`src/rtl/filt3_tx_if.sv`:
```
// Request/response bundle for filt3_tx: pulse request handshake plus the line and status outputs.
interface filt3_tx_if #(
    parameter int LEN_W = 8
);
    logic             req_valid;
    logic [LEN_W-1:0] req_len;
    logic             req_ready;
    logic             y;
    logic             busy;
    logic             done;

    modport master (
        output req_valid,
        output req_len,
        input  req_ready,
        input  y,
        input  busy,
        input  done
    );

    modport slave (
        input  req_valid,
        input  req_len,
        output req_ready,
        output y,
        output busy,
        output done
    );
endinterface

```
`src/rtl/filt3_tx.sv`:
```
// Pulse generator whose output survives a downstream consecutive-sample glitch filter:
// every pulse is at least MIN_HIGH cycles high and followed by at least MIN_LOW cycles low.
module filt3_tx #(
    parameter int LEN_W    = 8,
    parameter int MIN_HIGH = 3,
    parameter int MIN_LOW  = 3
) (
    input  logic       clk,
    input  logic       rst_n,
    filt3_tx_if.slave  bus
);
    localparam logic [1:0] ST_IDLE = 2'b00;
    localparam logic [1:0] ST_HIGH = 2'b01;
    localparam logic [1:0] ST_GAP  = 2'b10;

    localparam logic [LEN_W-1:0] MIN_HIGH_V = LEN_W'(MIN_HIGH);
    localparam logic [LEN_W-1:0] LOW_RELOAD = LEN_W'(MIN_LOW - 1);
    localparam logic [LEN_W-1:0] ONE        = LEN_W'(1);
    localparam logic [LEN_W-1:0] ZERO       = '0;

    // Short requests (including 0) are raised to the minimum the receiver filter can pass.
    function automatic logic [LEN_W-1:0] clamp_len(input logic [LEN_W-1:0] len);
        return (len < MIN_HIGH_V) ? MIN_HIGH_V : len;
    endfunction

    logic [1:0]       state_q, state_d;
    logic [LEN_W-1:0] cnt_q,   cnt_d;
    logic             y_q,     y_d;
    logic             done_q,  done_d;
    logic             ready;
    logic             accept;

    assign ready  = (state_q == ST_IDLE) && rst_n;
    assign accept = bus.req_valid && ready;

    always_comb begin
        state_d = state_q;
        cnt_d   = cnt_q;
        y_d     = y_q;
        done_d  = 1'b0;
        case (state_q)
            ST_IDLE: begin
                y_d = 1'b0;
                if (accept) begin
                    cnt_d   = clamp_len(bus.req_len) - ONE;
                    y_d     = 1'b1;
                    state_d = ST_HIGH;
                end
            end
            ST_HIGH: begin
                y_d = 1'b1;
                if (cnt_q != ZERO) begin
                    cnt_d = cnt_q - ONE;
                end else begin
                    y_d     = 1'b0;
                    cnt_d   = LOW_RELOAD;
                    state_d = ST_GAP;
                end
            end
            ST_GAP: begin
                y_d = 1'b0;
                if (cnt_q != ZERO) begin
                    cnt_d = cnt_q - ONE;
                end else begin
                    state_d = ST_IDLE;
                    done_d  = 1'b1;
                end
            end
            default: begin
                state_d = ST_IDLE;
                cnt_d   = ZERO;
                y_d     = 1'b0;
            end
        endcase
    end

    always_ff @(posedge clk) begin
        if (!rst_n) begin
            state_q <= ST_IDLE;
            cnt_q   <= ZERO;
            y_q     <= 1'b0;
            done_q  <= 1'b0;
        end else begin
            state_q <= state_d;
            cnt_q   <= cnt_d;
            y_q     <= y_d;
            done_q  <= done_d;
        end
    end

    assign bus.req_ready = ready;
    assign bus.y         = y_q;
    assign bus.busy      = (state_q != ST_IDLE);
    assign bus.done      = done_q;
endmodule

```
`src/flat_wrapper.sv`:
```
// flat-port wrapper written by rule: the top's interface ports become plain ports
module filt3_tx_flat 
#(
    parameter int LEN_W    = 8,
    parameter int MIN_HIGH = 3,
    parameter int MIN_LOW  = 3
)
  (clk, rst_n, bus_req_valid, bus_req_len, bus_req_ready, bus_y, bus_busy, bus_done);
  filt3_tx_if #(.LEN_W(LEN_W)) bus_i ();
  input  logic clk;
  input  logic rst_n;
  input wire logic [$bits(bus_i.req_valid)-1:0] bus_req_valid;
  input wire logic [$bits(bus_i.req_len)-1:0] bus_req_len;
  output wire logic [$bits(bus_i.req_ready)-1:0] bus_req_ready;
  output wire logic [$bits(bus_i.y)-1:0] bus_y;
  output wire logic [$bits(bus_i.busy)-1:0] bus_busy;
  output wire logic [$bits(bus_i.done)-1:0] bus_done;
  assign bus_i.req_valid = bus_req_valid;
  assign bus_i.req_len = bus_req_len;
  assign bus_req_ready = bus_i.req_ready;
  assign bus_y = bus_i.y;
  assign bus_busy = bus_i.busy;
  assign bus_done = bus_i.done;
  filt3_tx #(.LEN_W(LEN_W), .MIN_HIGH(MIN_HIGH), .MIN_LOW(MIN_LOW)) u_core (.clk(clk), .rst_n(rst_n), .bus(bus_i));
endmodule
```
`config.mk`:
```
export PLATFORM = sky130hd
export DESIGN_NAME = filt3_tx_flat
export DESIGN_NICKNAME = d
export VERILOG_FILES = /design/src/rtl/filt3_tx_if.sv /design/src/rtl/filt3_tx.sv /design/src/flat_wrapper.sv
export SDC_FILE = /design/constraint.sdc
export NUM_CORES = 1
export LEC_CHECK = 0
export CELL_PAD_IN_SITES_DETAIL_PLACEMENT = 0
export CELL_PAD_IN_SITES_GLOBAL_PLACEMENT = 1
export CORE_MARGIN = 8
export CORE_UTILIZATION = 30
export DETAILED_ROUTE_END_ITERATION = 6
export GPL_TIMING_DRIVEN = 0
export PLACE_DENSITY_LB_ADDON = 0.1
export RECOVER_POWER = 25
export SYNTH_ARGS = -nofsm -noshare
export SYNTH_HDL_FRONTEND = slang
export SYNTH_SLANG_ARGS = --single-unit
```
`constraint.sdc`:
```
create_clock -name clk -period 2.6 [get_ports clk]
set_input_delay 0.65 -clock clk [delete_from_list [all_inputs] [get_ports clk]]
set_output_delay 0.65 -clock clk [all_outputs]
set_load 0.005 [all_outputs]
```
; ---- Word-level counts from Yosys, hierarchy flattened
; Index checks and enable logic that the tools add are counted.
[totals]
reg_bits = 12
input_bits = 11
[op_classes]
n_addsub = 2
magnitude_cmp = 1
eq_ne = 6
n_mux = 13
reduce_logical = 8
[op_table]
columns = op, n
row1 = $mux W8, 4
row2 = $pmux W8 S3, 1
row3 = $sub A8 B1 Y8 const B, 2
row4 = $lt A8 B2 Y1 const B, 1
row5 = $reduce_bool A8 Y1, 1
row6 = $mux W2, 3
row7 = $pmux W2 S3, 1
row8 = $ne A2 B1 Y1 const B, 2
row9 = $ne A2 B2 Y1 const B, 2
row10 = $reduce_and A2 Y1, 2
row11 = $mux W1, 3
row12 = $reduce_and A3 Y1, 1
row13 = $eq A2 B1 Y1 const B, 1
row14 = $eq A2 B2 Y1 const B, 1
row15 = $logic_and A1 B1 Y1, 2
row16 = $logic_not A2 Y1, 1
row17 = $pmux W1 S2, 1
row18 = $reduce_bool A2 Y1, 1

; ---- Longest topological paths before layout
[depth]
depth_word = 5
ltp_mapped = 8

; ---- Worst setup path after synthesis
; Ideal clock, no wire load.
[synth_timing]
kind = input to register
from = input port bus_req_len[7]
to = register u_core.cnt_q[1]
setup_ns = 0.106
arrival_time_ns = 2.115
slack_ns = 0.379
path_stages = 6
n_path_buf = 0
cell_sequence = nor4_1 > a21oi_1 > ha_1 > nand2b_1 > a221o_1 > o311ai_0
[synth_via]
elab_chain_len = 5
[synth_rtl]
columns = element, line_no
row1 = "start, declared", flat_wrapper.sv:13  ; input wire logic [$bits(bus_i.req_len)-1:0] bus_req_len;
row2 = $lt A8 B2 Y1, filt3_tx.sv:23  ; return (len < MIN_HIGH_V) ? MIN_HIGH_V : len;
row3 = $mux W8, filt3_tx.sv:23
row4 = $sub A8 B1 Y8, filt3_tx.sv:45  ; cnt_d = clamp_len(bus.req_len) - ONE;
row5 = $mux W8, filt3_tx.sv:44  ; if (accept) begin
row6 = $pmux W8 S3, filt3_tx.sv:41  ; case (state_q)
row7 = "end signal, assigned", filt3_tx.sv:85  ; cnt_q <= cnt_d;
row8 = "end, declared", filt3_tx.sv:27  ; logic [LEN_W-1:0] cnt_q, cnt_d;
; Every way passes these cells. The select of a mux whose other input is x is not followed.
; A chain may end at the register's enable or synchronous reset.

; ---- Worst setup path after layout
[layout_timing]
from = input port bus_req_len[5]
to = register u_core.cnt_q[1]
; Same word-level chain as after synthesis.

==> results.md <==
- Status: completed
- Total GRT Usage: 10.32%
- Critical path class: input pin to flop
- Setup Buffers After CTS: 0
- Worst IR Drop VDD: 390.2 uV
- Reg-to-reg slack, setup: 330 ps
- Core area: 0.002758 sq mm
- Worst r2r path cells: 8
- Initial antenna violation count: 0
- Asr flop ratio synth: 0%
- Vias in the first global route: 866
- Final Hold Violating Endpoints: 0
- DP HPWL: 1.939 mm
- Seq cells post-synth: 12
- Vias/cell: 5.381
- Worst Tran Pin Value: 797.6 ps
- First-pass GRT wire length: 4.243 mm
- Share of cells above drive strength 1: 9.489%
- Synth Flop Type: dfxtp_1
- Synth Cell Area: 872.1 sq um
- Drt wl/cell: 14.55 um
- Multi-input logic area: 615.6 sq um
- Max Cap Viol: 0
- Hold endpoint: u_core.cnt_q[6]
- Routed WL: 2.445 mm
- Slew HR: 46.41%
- Initial Util: 31.62%
- CTS tree: done
- Fmax: 0.4072 GHz
- Layout Skew: 2.841 ps
- Count of cell types in the netlist: 38
- Hold path depth: 2
- First-pass detailed-route iteration total: 4
- Mean post-synth cell area: 7.328 sq um
- Starting DRT DRC Count: 98
- Die area: 0.004888 sq mm
- Setup violations, final: 0
- CTS Buf Count: 3
- Ant. Diodes: 0
- Row cnt: 19
- CTS clk-pin slew, worst paths: 80 ps
- Boundary pin count: 15
- Critical Path Sink Type: flop
- Pwr Total: 0.9462 mW
- Fill count: 292
- Synthesized instance count: 119
- Worst hold start: u_core.cnt_q[6]
- # DRC: 0
- Terminus of the critical flop-to-flop path: u_core.cnt_q[0]
- H-tree Lvls: 1
- Clock Latency Late Sink: 270 ps
- Reg area: 240.2 sq um
- Register area share after synthesis: 27.55%
- Detailed-route via count: 904
- Final #Nets: 152
- Worst slack, placed: -520.4 ps
- Warnings from Yosys: 0
- Final Max Tran Viols: 0
- CP required: 2780 ps
- RSZ-0062 raised after global routing: no
- Pwr Density: 845.9 mW/mm^2
- Synthesized net count: 133
- Clock root buffer master: clkbuf_4
- Hold WS: 521.9 ps
- Critical Path AT: 2630 ps
- Final period utilization: 94.47%
- GR Overflow Total: 0
- Worst flop-to-flop path startpoint: u_core.cnt_q[0]
- Worst-path maximum fanout: 4
- Final cell count without fillers: 168
- Inst Count DP: 164
- Number of synthesized flops with an enable pin: 0
- Die width: 69.92 um
- # port buffers: 14
- P_leak: 0.4403 nW
- Post-DRT Antenna Nets: 0
- Critical Path Source Type: input pin
- Clock sink count: 12
- Min Tclk post-route: 2456 ps
- Largest net degree at the start of global routing: 11
- Gpl congestion: 0.8231
- Die H: 69.92 um
- HP Class: flop to flop
- Final Worst Setup Slack: 143.9 ps
- Max clock buf depth: 2
- Area growth, synth to finish: 28.26%
## power breakdown
part	total [mW]	leakage, nW	internal, mW	switching [mW]
Sequential	0.285	0.0990	0.237	0.0483
Clock	0.150	0.0210	0.0851	0.0650
Combinational	0.511	0.320	0.211	0.300
## sequential cells by signal, indices dropped and copies added, names as in the netlist
| register | count |
|---|---|
| u_core.state_q | 2 |
| u_core.bus.y | 1 |
| u_core.bus.done | 1 |
| u_core.cnt_q | 8 |
## layer usage
metal / GRT usage, % / wire length (um) / vias up
met4: 4.688 / 28 / 0
met2: 15.74 / 1115 / 28
met5: 0 / 0 / -
met3: 2.119 / 93 / 2
li1: - / - / 475
met1: 13.48 / 1207 / 399
## kinds of logic (layout without fill, tap and decap cells)
| group | after synthesis | after routing | synth area share (%) |
|---|---|---|---|
| XOR/XNOR | 7 | 7 | 7.030 |
| flip-flops | 12 | 12 | 27.55 |
| adder cells (fa/ha/maj) | 3 | 3 | 4.305 |
| AO/OA/AOI/OAI | 35 | 35 | 26.54 |
| AND/OR/NAND/NOR | 50 | 50 | 29.13 |
| buffers and inverters | 12 | 30 | 5.451 |
## worst max path at each step
stage,from,end,slack [ps],cells after the start
final,bus_req_len[5],u_core.cnt_q[1],140,9
after global routing,bus_req_len[5],u_core.cnt_q[1],2,9
after CTS,rst_n,bus_req_ready,0.8,4
after detailed placement,rst_n,bus_req_ready,-520,4
after global placement,rst_n,bus_req_ready,-540,4
after floorplan,bus_req_len[7],u_core.cnt_q[1],380,6
## stage by stage
step | area [sq um] | setup TNS [ps] | util (%)
6_report | 1119 | 0 | 40.56
3_5_place_dp | 1051 | -1650 | 38.11
5_1_grt | 1119 | 0 | 40.56
2_1_floorplan | 872.1 | 0 | -
4_1_cts | 1114 | 0 | 40.38
3_3_place_gp | 1051 | -1505 | 38.11
## worst max-delay path: stages
cell and delay, ps:
clkdlybuf4s50_1 490, nor4_4 280, a21oi_1 150, ha_1 280, nand2b_1 150, a221o_1 360
nor2_1 90, o21ai_0 70, o311ai_1 110
## cells in the mapped netlist, types with 3 or more instances
master	n	share of area [%]
inv_1	9	3.9
ha_1	3	4.3
xor2_1	3	3.0
nor2_1	16	6.9
nand3_1	5	2.9
o22ai_1	4	2.9
nor3_1	3	1.7
or3_1	3	2.2
dfxtp_1	12	28
o21ai_0	6	3.4
xnor2_1	4	4.0
nand2_1	9	3.9
a21oi_1	8	4.6
a31oi_1	5	3.6
## final cells by class
class / instances / area share [%]
buffer: 3 / 1.230
multi-input combinational: 95 / 55.03
sequential: 12 / 21.48
inverter: 9 / 3.020
timing repair buffer: 14 / 12.53
tap: 31 / 3.468
clock buffer: 4 / 3.244
## timing repair
action,CTS,global route
hold buffers,0,0
endpoints found under the setup margin,3,3
resized for setup,6,5
pin swaps,0,1
## cell usage in the layout (no fill, tap or decap), drive strengths merged, types with 2 or more instances in the layout
cell type       n
inv             9
or3             4
nor2b           2
clkdlybuf4s50   9
nand2b          2
dlygate4sd3     2
nor2           16
nand2           9
nor3            3
ha              3
buf             2
clkbuf          6
xnor2           4
nand3           5
o22ai           4
xor2            3
o21ai           6
dfxtp          12
nor4            2
o211ai          2
o311ai          2
a31oi           5
dlymetal6s2s    2
a21oi           8
Power figures use the tool's default switching activity.
